$ cat src/rtl/sevenseg_capture_if.sv
`default_nettype none
// ============================================================================
// Module  : sevenseg_capture_if
// Brief   : Valid/ready frame stream carrying decoded display digits.
// Rev     : 1.0  initial release
// ============================================================================
interface sevenseg_capture_if #(
    parameter int NDIG = 4
);
    logic [4*NDIG-1:0] value;
    logic [NDIG-1:0]   dots;
    logic              out_valid;
    logic              out_ready;

    modport master (
        output value,
        output dots,
        output out_valid,
        input  out_ready
    );

    modport slave (
        input  value,
        input  dots,
        input  out_valid,
        output out_ready
    );
endinterface
`default_nettype wire

$ cat src/rtl/sevenseg_capture.sv
`default_nettype none
// ============================================================================
// Module  : sevenseg_capture
// Brief   : Samples a multiplexed 7-segment bus, debounces each digit strobe,
//           decodes patterns to nibbles and publishes complete frames.
// Rev     : 1.0  initial release
// ============================================================================
module sevenseg_capture #(
    parameter int NDIG   = 4,
    parameter int SETTLE = 16
) (
    input  wire logic            clk,
    input  wire logic            rst,
    input  wire logic [7:0]      seg_in,
    input  wire logic [NDIG-1:0] dig_in,
    sevenseg_capture_if.master   frame,
    output logic                 bad_digit,
    output logic                 overrun,
    input  wire logic            clr_err
);
    localparam int              c_cnt_w = $clog2(SETTLE);
    localparam logic [c_cnt_w-1:0] c_cnt_top = c_cnt_w'(SETTLE - 1);
    localparam int              c_smp_w = NDIG + 8;

    logic [7:0]         r_seg_m, r_seg_s;
    logic [NDIG-1:0]    r_dig_m, r_dig_s;
    logic [c_smp_w-1:0] r_prev;
    logic [c_cnt_w-1:0] r_cnt;
    logic               r_armed;
    logic [NDIG-1:0]    r_seen;
    logic               r_bad;
    logic [4*NDIG-1:0]  r_stg_val;
    logic [NDIG-1:0]    r_stg_dot;
    logic [4*NDIG-1:0]  r_value;
    logic [NDIG-1:0]    r_dots;
    logic               r_valid;

    logic [c_smp_w-1:0] w_sample;
    logic               w_same;
    logic               w_accept;
    logic               w_onehot;
    logic               w_take;
    logic [4:0]         w_dec;
    logic               w_known;
    logic [3:0]         w_nib;
    logic [NDIG-1:0]    w_seen_nxt;
    logic               w_bad_nxt;
    logic               w_complete;
    logic               w_publish;
    logic [4*NDIG-1:0]  w_stg_val;
    logic [NDIG-1:0]    w_stg_dot;

    // Returns {recognised, nibble}; B shares 0x1F with 6, so it never appears.
    function automatic logic [4:0] f_decode(input logic [6:0] p);
        case (p)
            7'h7E:   return {1'b1, 4'h0};
            7'h30:   return {1'b1, 4'h1};
            7'h6D:   return {1'b1, 4'h2};
            7'h79:   return {1'b1, 4'h3};
            7'h33:   return {1'b1, 4'h4};
            7'h5B:   return {1'b1, 4'h5};
            7'h1F:   return {1'b1, 4'h6};
            7'h5F:   return {1'b1, 4'h6};
            7'h70:   return {1'b1, 4'h7};
            7'h7F:   return {1'b1, 4'h8};
            7'h73:   return {1'b1, 4'h9};
            7'h7D:   return {1'b1, 4'hA};
            7'h0D:   return {1'b1, 4'hC};
            7'h3D:   return {1'b1, 4'hD};
            7'h4D:   return {1'b1, 4'hE};
            7'h45:   return {1'b1, 4'hF};
            default: return 5'h00;
        endcase
    endfunction

    assign w_sample   = {r_dig_s, r_seg_s};
    assign w_same     = (w_sample == r_prev);
    assign w_accept   = w_same && r_armed && (r_cnt == c_cnt_top);
    assign w_onehot   = (r_dig_s != '0) && ((r_dig_s & (r_dig_s - NDIG'(1))) == '0);
    assign w_take     = w_accept && w_onehot;
    assign w_dec      = f_decode(r_seg_s[7:1]);
    assign w_known    = w_dec[4];
    assign w_nib      = w_dec[3:0];
    assign w_seen_nxt = r_seen | (w_take ? r_dig_s : '0);
    assign w_bad_nxt  = r_bad | (w_take && !w_known);
    assign w_complete = w_take && (&w_seen_nxt);
    assign w_publish  = w_complete && !w_bad_nxt;

    // Staging merged with the slot being accepted, so completion can publish
    // on the same edge that writes the final digit.
    generate
        for (genvar i = 0; i < NDIG; i++) begin : g_slot
            assign w_stg_val[4*i +: 4] = (w_take && r_dig_s[i]) ? (w_known ? w_nib : 4'h0)
                                                                 : r_stg_val[4*i +: 4];
            assign w_stg_dot[i]        = (w_take && r_dig_s[i]) ? r_seg_s[0] : r_stg_dot[i];
        end
    endgenerate

    always_ff @(posedge clk or posedge rst) begin
        if (rst) begin
            r_seg_m <= '0;
            r_seg_s <= '0;
            r_dig_m <= '0;
            r_dig_s <= '0;
            r_prev  <= '0;
            r_cnt   <= '0;
            r_armed <= 1'b0;
        end else begin
            r_seg_m <= seg_in;
            r_seg_s <= r_seg_m;
            r_dig_m <= dig_in;
            r_dig_s <= r_dig_m;
            r_prev  <= w_sample;
            if (!w_same) begin
                r_cnt   <= '0;
                r_armed <= 1'b1;
            end else begin
                if (r_cnt != c_cnt_top)
                    r_cnt <= r_cnt + c_cnt_w'(1);
                if (w_accept)
                    r_armed <= 1'b0;
            end
        end
    end

    always_ff @(posedge clk or posedge rst) begin
        if (rst) begin
            r_seen    <= '0;
            r_bad     <= 1'b0;
            r_stg_val <= '0;
            r_stg_dot <= '0;
            r_value   <= '0;
            r_dots    <= '0;
            r_valid   <= 1'b0;
            bad_digit <= 1'b0;
            overrun   <= 1'b0;
        end else begin
            r_stg_val <= w_stg_val;
            r_stg_dot <= w_stg_dot;
            if (w_complete) begin
                r_seen <= '0;
                r_bad  <= 1'b0;
            end else begin
                r_seen <= w_seen_nxt;
                r_bad  <= w_bad_nxt;
            end

            if (w_publish) begin
                r_value <= w_stg_val;
                r_dots  <= w_stg_dot;
                r_valid <= 1'b1;
            end else if (r_valid && frame.out_ready) begin
                r_valid <= 1'b0;
            end

            if (w_take && !w_known)
                bad_digit <= 1'b1;
            else if (clr_err)
                bad_digit <= 1'b0;

            if (w_publish && r_valid && !frame.out_ready)
                overrun <= 1'b1;
            else if (clr_err)
                overrun <= 1'b0;
        end
    end

    assign frame.value     = r_value;
    assign frame.dots      = r_dots;
    assign frame.out_valid = r_valid;
endmodule
`default_nettype wire

$ cat src/flat_wrapper.sv
// flat-port wrapper written by rule: the top's interface ports become plain ports
module sevenseg_capture_flat 
#(
    parameter int NDIG   = 4,
    parameter int SETTLE = 16
)
  (clk, rst, seg_in, dig_in, bad_digit, overrun, clr_err, frame_value, frame_dots, frame_out_valid, frame_out_ready);
  sevenseg_capture_if #(.NDIG(NDIG)) frame_i ();
  input  wire logic clk;
  input  wire logic rst;
  input  wire logic [7:0] seg_in;
  input  wire logic [NDIG-1:0] dig_in;
  output logic bad_digit;
  output logic overrun;
  input  wire logic clr_err;
  output wire logic [$bits(frame_i.value)-1:0] frame_value;
  output wire logic [$bits(frame_i.dots)-1:0] frame_dots;
  output wire logic [$bits(frame_i.out_valid)-1:0] frame_out_valid;
  input wire logic [$bits(frame_i.out_ready)-1:0] frame_out_ready;
  assign frame_value = frame_i.value;
  assign frame_dots = frame_i.dots;
  assign frame_out_valid = frame_i.out_valid;
  assign frame_i.out_ready = frame_out_ready;
  sevenseg_capture #(.NDIG(NDIG), .SETTLE(SETTLE)) u_core (.clk(clk), .rst(rst), .seg_in(seg_in), .dig_in(dig_in), .frame(frame_i), .bad_digit(bad_digit), .overrun(overrun), .clr_err(clr_err));
endmodule
$ cat config.mk
export PLATFORM = sky130hd
export DESIGN_NAME = sevenseg_capture_flat
export DESIGN_NICKNAME = d
export VERILOG_FILES = /design/src/rtl/sevenseg_capture_if.sv /design/src/rtl/sevenseg_capture.sv /design/src/flat_wrapper.sv
export SDC_FILE = /design/constraint.sdc
export NUM_CORES = 1
export LEC_CHECK = 0
export BUFFER_PORTS_ARGS = -buffer_cell sky130_fd_sc_hd__buf_2
export CORE_AREA = 2 2 83 85
export DETAILED_ROUTE_END_ITERATION = 8
export DIE_AREA = 0 0 85 87
export PLACE_DENSITY = 0.87
export SYNTH_ARGS = -nofsm -noshare
export SYNTH_HDL_FRONTEND = slang
export SYNTH_SLANG_ARGS = --single-unit
export TNS_END_PERCENT = 30
$ cat constraint.sdc
create_clock -name clk -period 3.4 [get_ports clk]
set_input_delay 0.68 -clock clk [delete_from_list [all_inputs] [get_ports clk]]
set_output_delay 0.68 -clock clk [all_outputs]
set_load 0.01 [all_outputs]
==> metrics.cfg <==
[outcome]
status=finished, final reports clean

[route]
vias=2187
detail_route.vias_per_cell=5.58
drc=0
routed-wl-met2_um=3150
ant_nets=0
wirelength_um=6370
drt-initial-drc-count=133
firstDrtPassIters=4
wl_per_cell_um=16.2
wl_met1_um=2740
wl_met3_um=324
highest_layer=met4

[floorplan]
start_util_pct=55.6
core_area_um2=6570
std_cell_rows=30
fp.dieArea_um2=7400
die_x_um=85
die_y_um=87
num_io_pins=39

[cells_and_area]
diodes=0
drive_above_1_share_pct=31.1
fin_util_pct=61.4
area_delta_synth_final_pct=10.4
nets=324

[clock_tree]
tritoncts=done
cts.hold.buffers_added=0
post-cts-setup-buffer-count=0
clk_pin_slew_worst_paths_ns=0.08
cts_root_buf=clkbuf_8
cts_resized=0
htree_num_levels=3
clock_path_buffers=2
cts.sinks=89
cts-buffers-inserted=9
clk_latency_ns=0.37

[synth]
yosysWarnings=0
netlist_instances=271
synth_top_area_share_pct=61.0
synth_fp_nets=288
yosysMostFrequentCell=dfrtp_1
synth_top_cell_by_area=dfrtp_1
async_reset_ff_share_pct=100
synth.area.top_cells=dfrtp_1 (61%), mux2_2 (5.5%), mux2_4 (5.3%), xor2_1 (3.4%), nor2_1 (2.4%)
synth_cell_types=44
ys_top_cells_by_count=dfrtp_1 (89), nor2_1 (23), mux2_2 (18)
synth_flop_cell=dfrtp_1
synth-edff-count=0
avgSynthCellArea_um2=13.5
netlist_area_um2=3650
synth_seq_cells=89
synth-seq-area-share_pct=61.0

[placement]
hpwl_um=4330
port_buffers=38
gp_congestion=0.834

[critical_path]
required_ns=3.65
worstReg2RegStart=u_core.r_dig_s[1]
max_stage_delay_ns=0.59
end_kind=flip-flop
slowest_stage=o2111ai_4
path_cells=xor2_1 > nor4_2 > and3_1 > o2111ai_4 > mux2_4
path_max_fanout=26
reg2reg_slack_ns=0.56
reg2reg_depth=5
critPathKind=flip-flop to flip-flop
crit_path_start_kind=flip-flop
r2r-end=u_core.frame.value[0]
arrival_ns=3.09

[power_and_ir_drop]
leakagePower_uw=0.00200
peakVddDrop_v=0.000298
p_per_area_nw_per_um2=456

[grt]
antenna_found_initial=0
grt_pass1_wl_um=10600
grt_pass1_vias=2171
grt_use_total_pct=18.9
grt-ovfl-total=0
grt_max_degree=52

[sta]
rsz0062_at_grt=false
tightestPinTransition_ns=0.958
drv_slew=0
finalCritPeriodShare_pct=83.5
max_freq_ghz=0.352
setup_viol=0
finClkSkew_ns=0.0101
slew_headroom_pct=36.1
fin_tns_setup_ns=0
hold_viol=0
min_period_ns=2.84

[min_path]
hold_path_depth=0
min_from=u_core.r_seg_m[5]
holdPathEnd=u_core.r_seg_s[5]
hold_path.class=flip-flop to flip-flop

[run]
cap_violations=0

[stage by stage]
step	setup slack, ns	std cells	power, µW	hold WS [ns]	cell area (µm²)
final	0.560	392	1840	0.352	4030
after global routing	0.421	392	1920	0.357	4030
after CTS	0.501	392	1850	0.353	4030
after detailed placement	0.522	376	1200	0.335	3850
after global placement	0.624	376	1200	0.331	3850
after floorplan	0.413	271	1180	0.331	3650
[worst max path at each step]
stage	cells past startpoint	slack [ns]	endpoint	from
after floorplan	1	0.41	u_core.bad_digit	rst
after global placement	5	0.62	u_core.frame.value[0]	u_core.r_dig_s[1]
after detailed placement	5	0.52	u_core.frame.value[2]	u_core.r_dig_s[1]
after CTS	5	0.50	u_core.frame.value[2]	u_core.r_dig_s[1]
after global routing	5	0.42	u_core.frame.value[2]	u_core.r_dig_s[1]
final	5	0.56	u_core.frame.value[0]	u_core.r_dig_s[1]
[state kept, by name, summed over array words and instances, names as in the netlist]
name / count
u_core.r_dig_m: 4
u_core.frame.value: 16
u_core.frame.dots: 4
u_core.r_stg_dot: 4
u_core.r_prev: 12
u_core.r_seen: 4
u_core.r_seg_m: 8
u_core.r_dig_s: 4
u_core.r_bad: 1
u_core.bad_digit: 1
u_core.r_cnt: 4
u_core.r_armed: 1
u_core.r_seg_s: 8
u_core.r_stg_val: 16
u_core.frame.out_valid: 1
u_core.overrun: 1
[worst max-delay path: cells and delay by family (launching register included)]
kind | cells | cell delay (ns)
AOI/OAI and AO/OA | 1 | 0.59
muxes | 1 | 0.49
xor gates and xnor gates | 1 | 0.22
and+or+nand+nor | 2 | 0.90
DFF | 1 | 0.52
[layout make-up]
type                    instances  area, µm²
inverters                      13       50.0
repair buffers                 39        210
multi-input cells             155       1260
flip-flops and latches         89       2230
clock inverters                 6       51.3
clock buffers                  10        128
fillers                       477       2540
well taps                      80        100
[cell families (layout without fill, tap and decap cells)]
| family | count (synthesis) | after routing | synth area share [%] |
|---|---|---|---|
| multiplexers | 33 | 33 | 11.5 |
| adder cells (fa/ha/maj) | 1 | 1 | 0.343 |
| flip-flops | 89 | 89 | 61.0 |
| XOR/XNOR | 16 | 16 | 3.84 |
| buffers and inverters | 27 | 68 | 4.38 |
| AO/OA/AOI/OAI | 30 | 30 | 6.47 |
| AND/OR/NAND/NOR | 75 | 75 | 12.5 |
[layer usage]
metal	global-route usage [%]	up-vias
met3	5.21	14
li1	-	1010
met5	0	-
met2	29.8	59
met1	24.7	1104
met4	8.66	0
[cell usage in the layout, fill, tap and decap left out, drive strengths merged, types with 2 or more instances in the layout]
| cell | n |
|---|---|
| dfrtp | 89 |
| buf | 39 |
| mux2 | 32 |
| nor2 | 24 |
| nand2 | 15 |
| inv | 15 |
| xor2 | 14 |
| nand3 | 12 |
| clkbuf | 10 |
| a22oi | 6 |
| nor4 | 4 |
| nor3 | 4 |
| a21oi | 4 |
| o31ai | 4 |
| nor4b | 3 |
| nand4 | 3 |
| o21ai | 3 |
| clkinv | 3 |
| a211oi | 2 |
| and3 | 2 |
| nand3b | 2 |
| a21o | 2 |
| xnor2 | 2 |
| o22ai | 2 |
[power by group]
part | switching, µW | total (µW) | internal (µW)
Sequential | 26.8 | 1110 | 1080
Clock | 385 | 660 | 276
Combinational | 44.8 | 72.8 | 28.0
No activity file was read; power rests on OpenSTA's default activity.
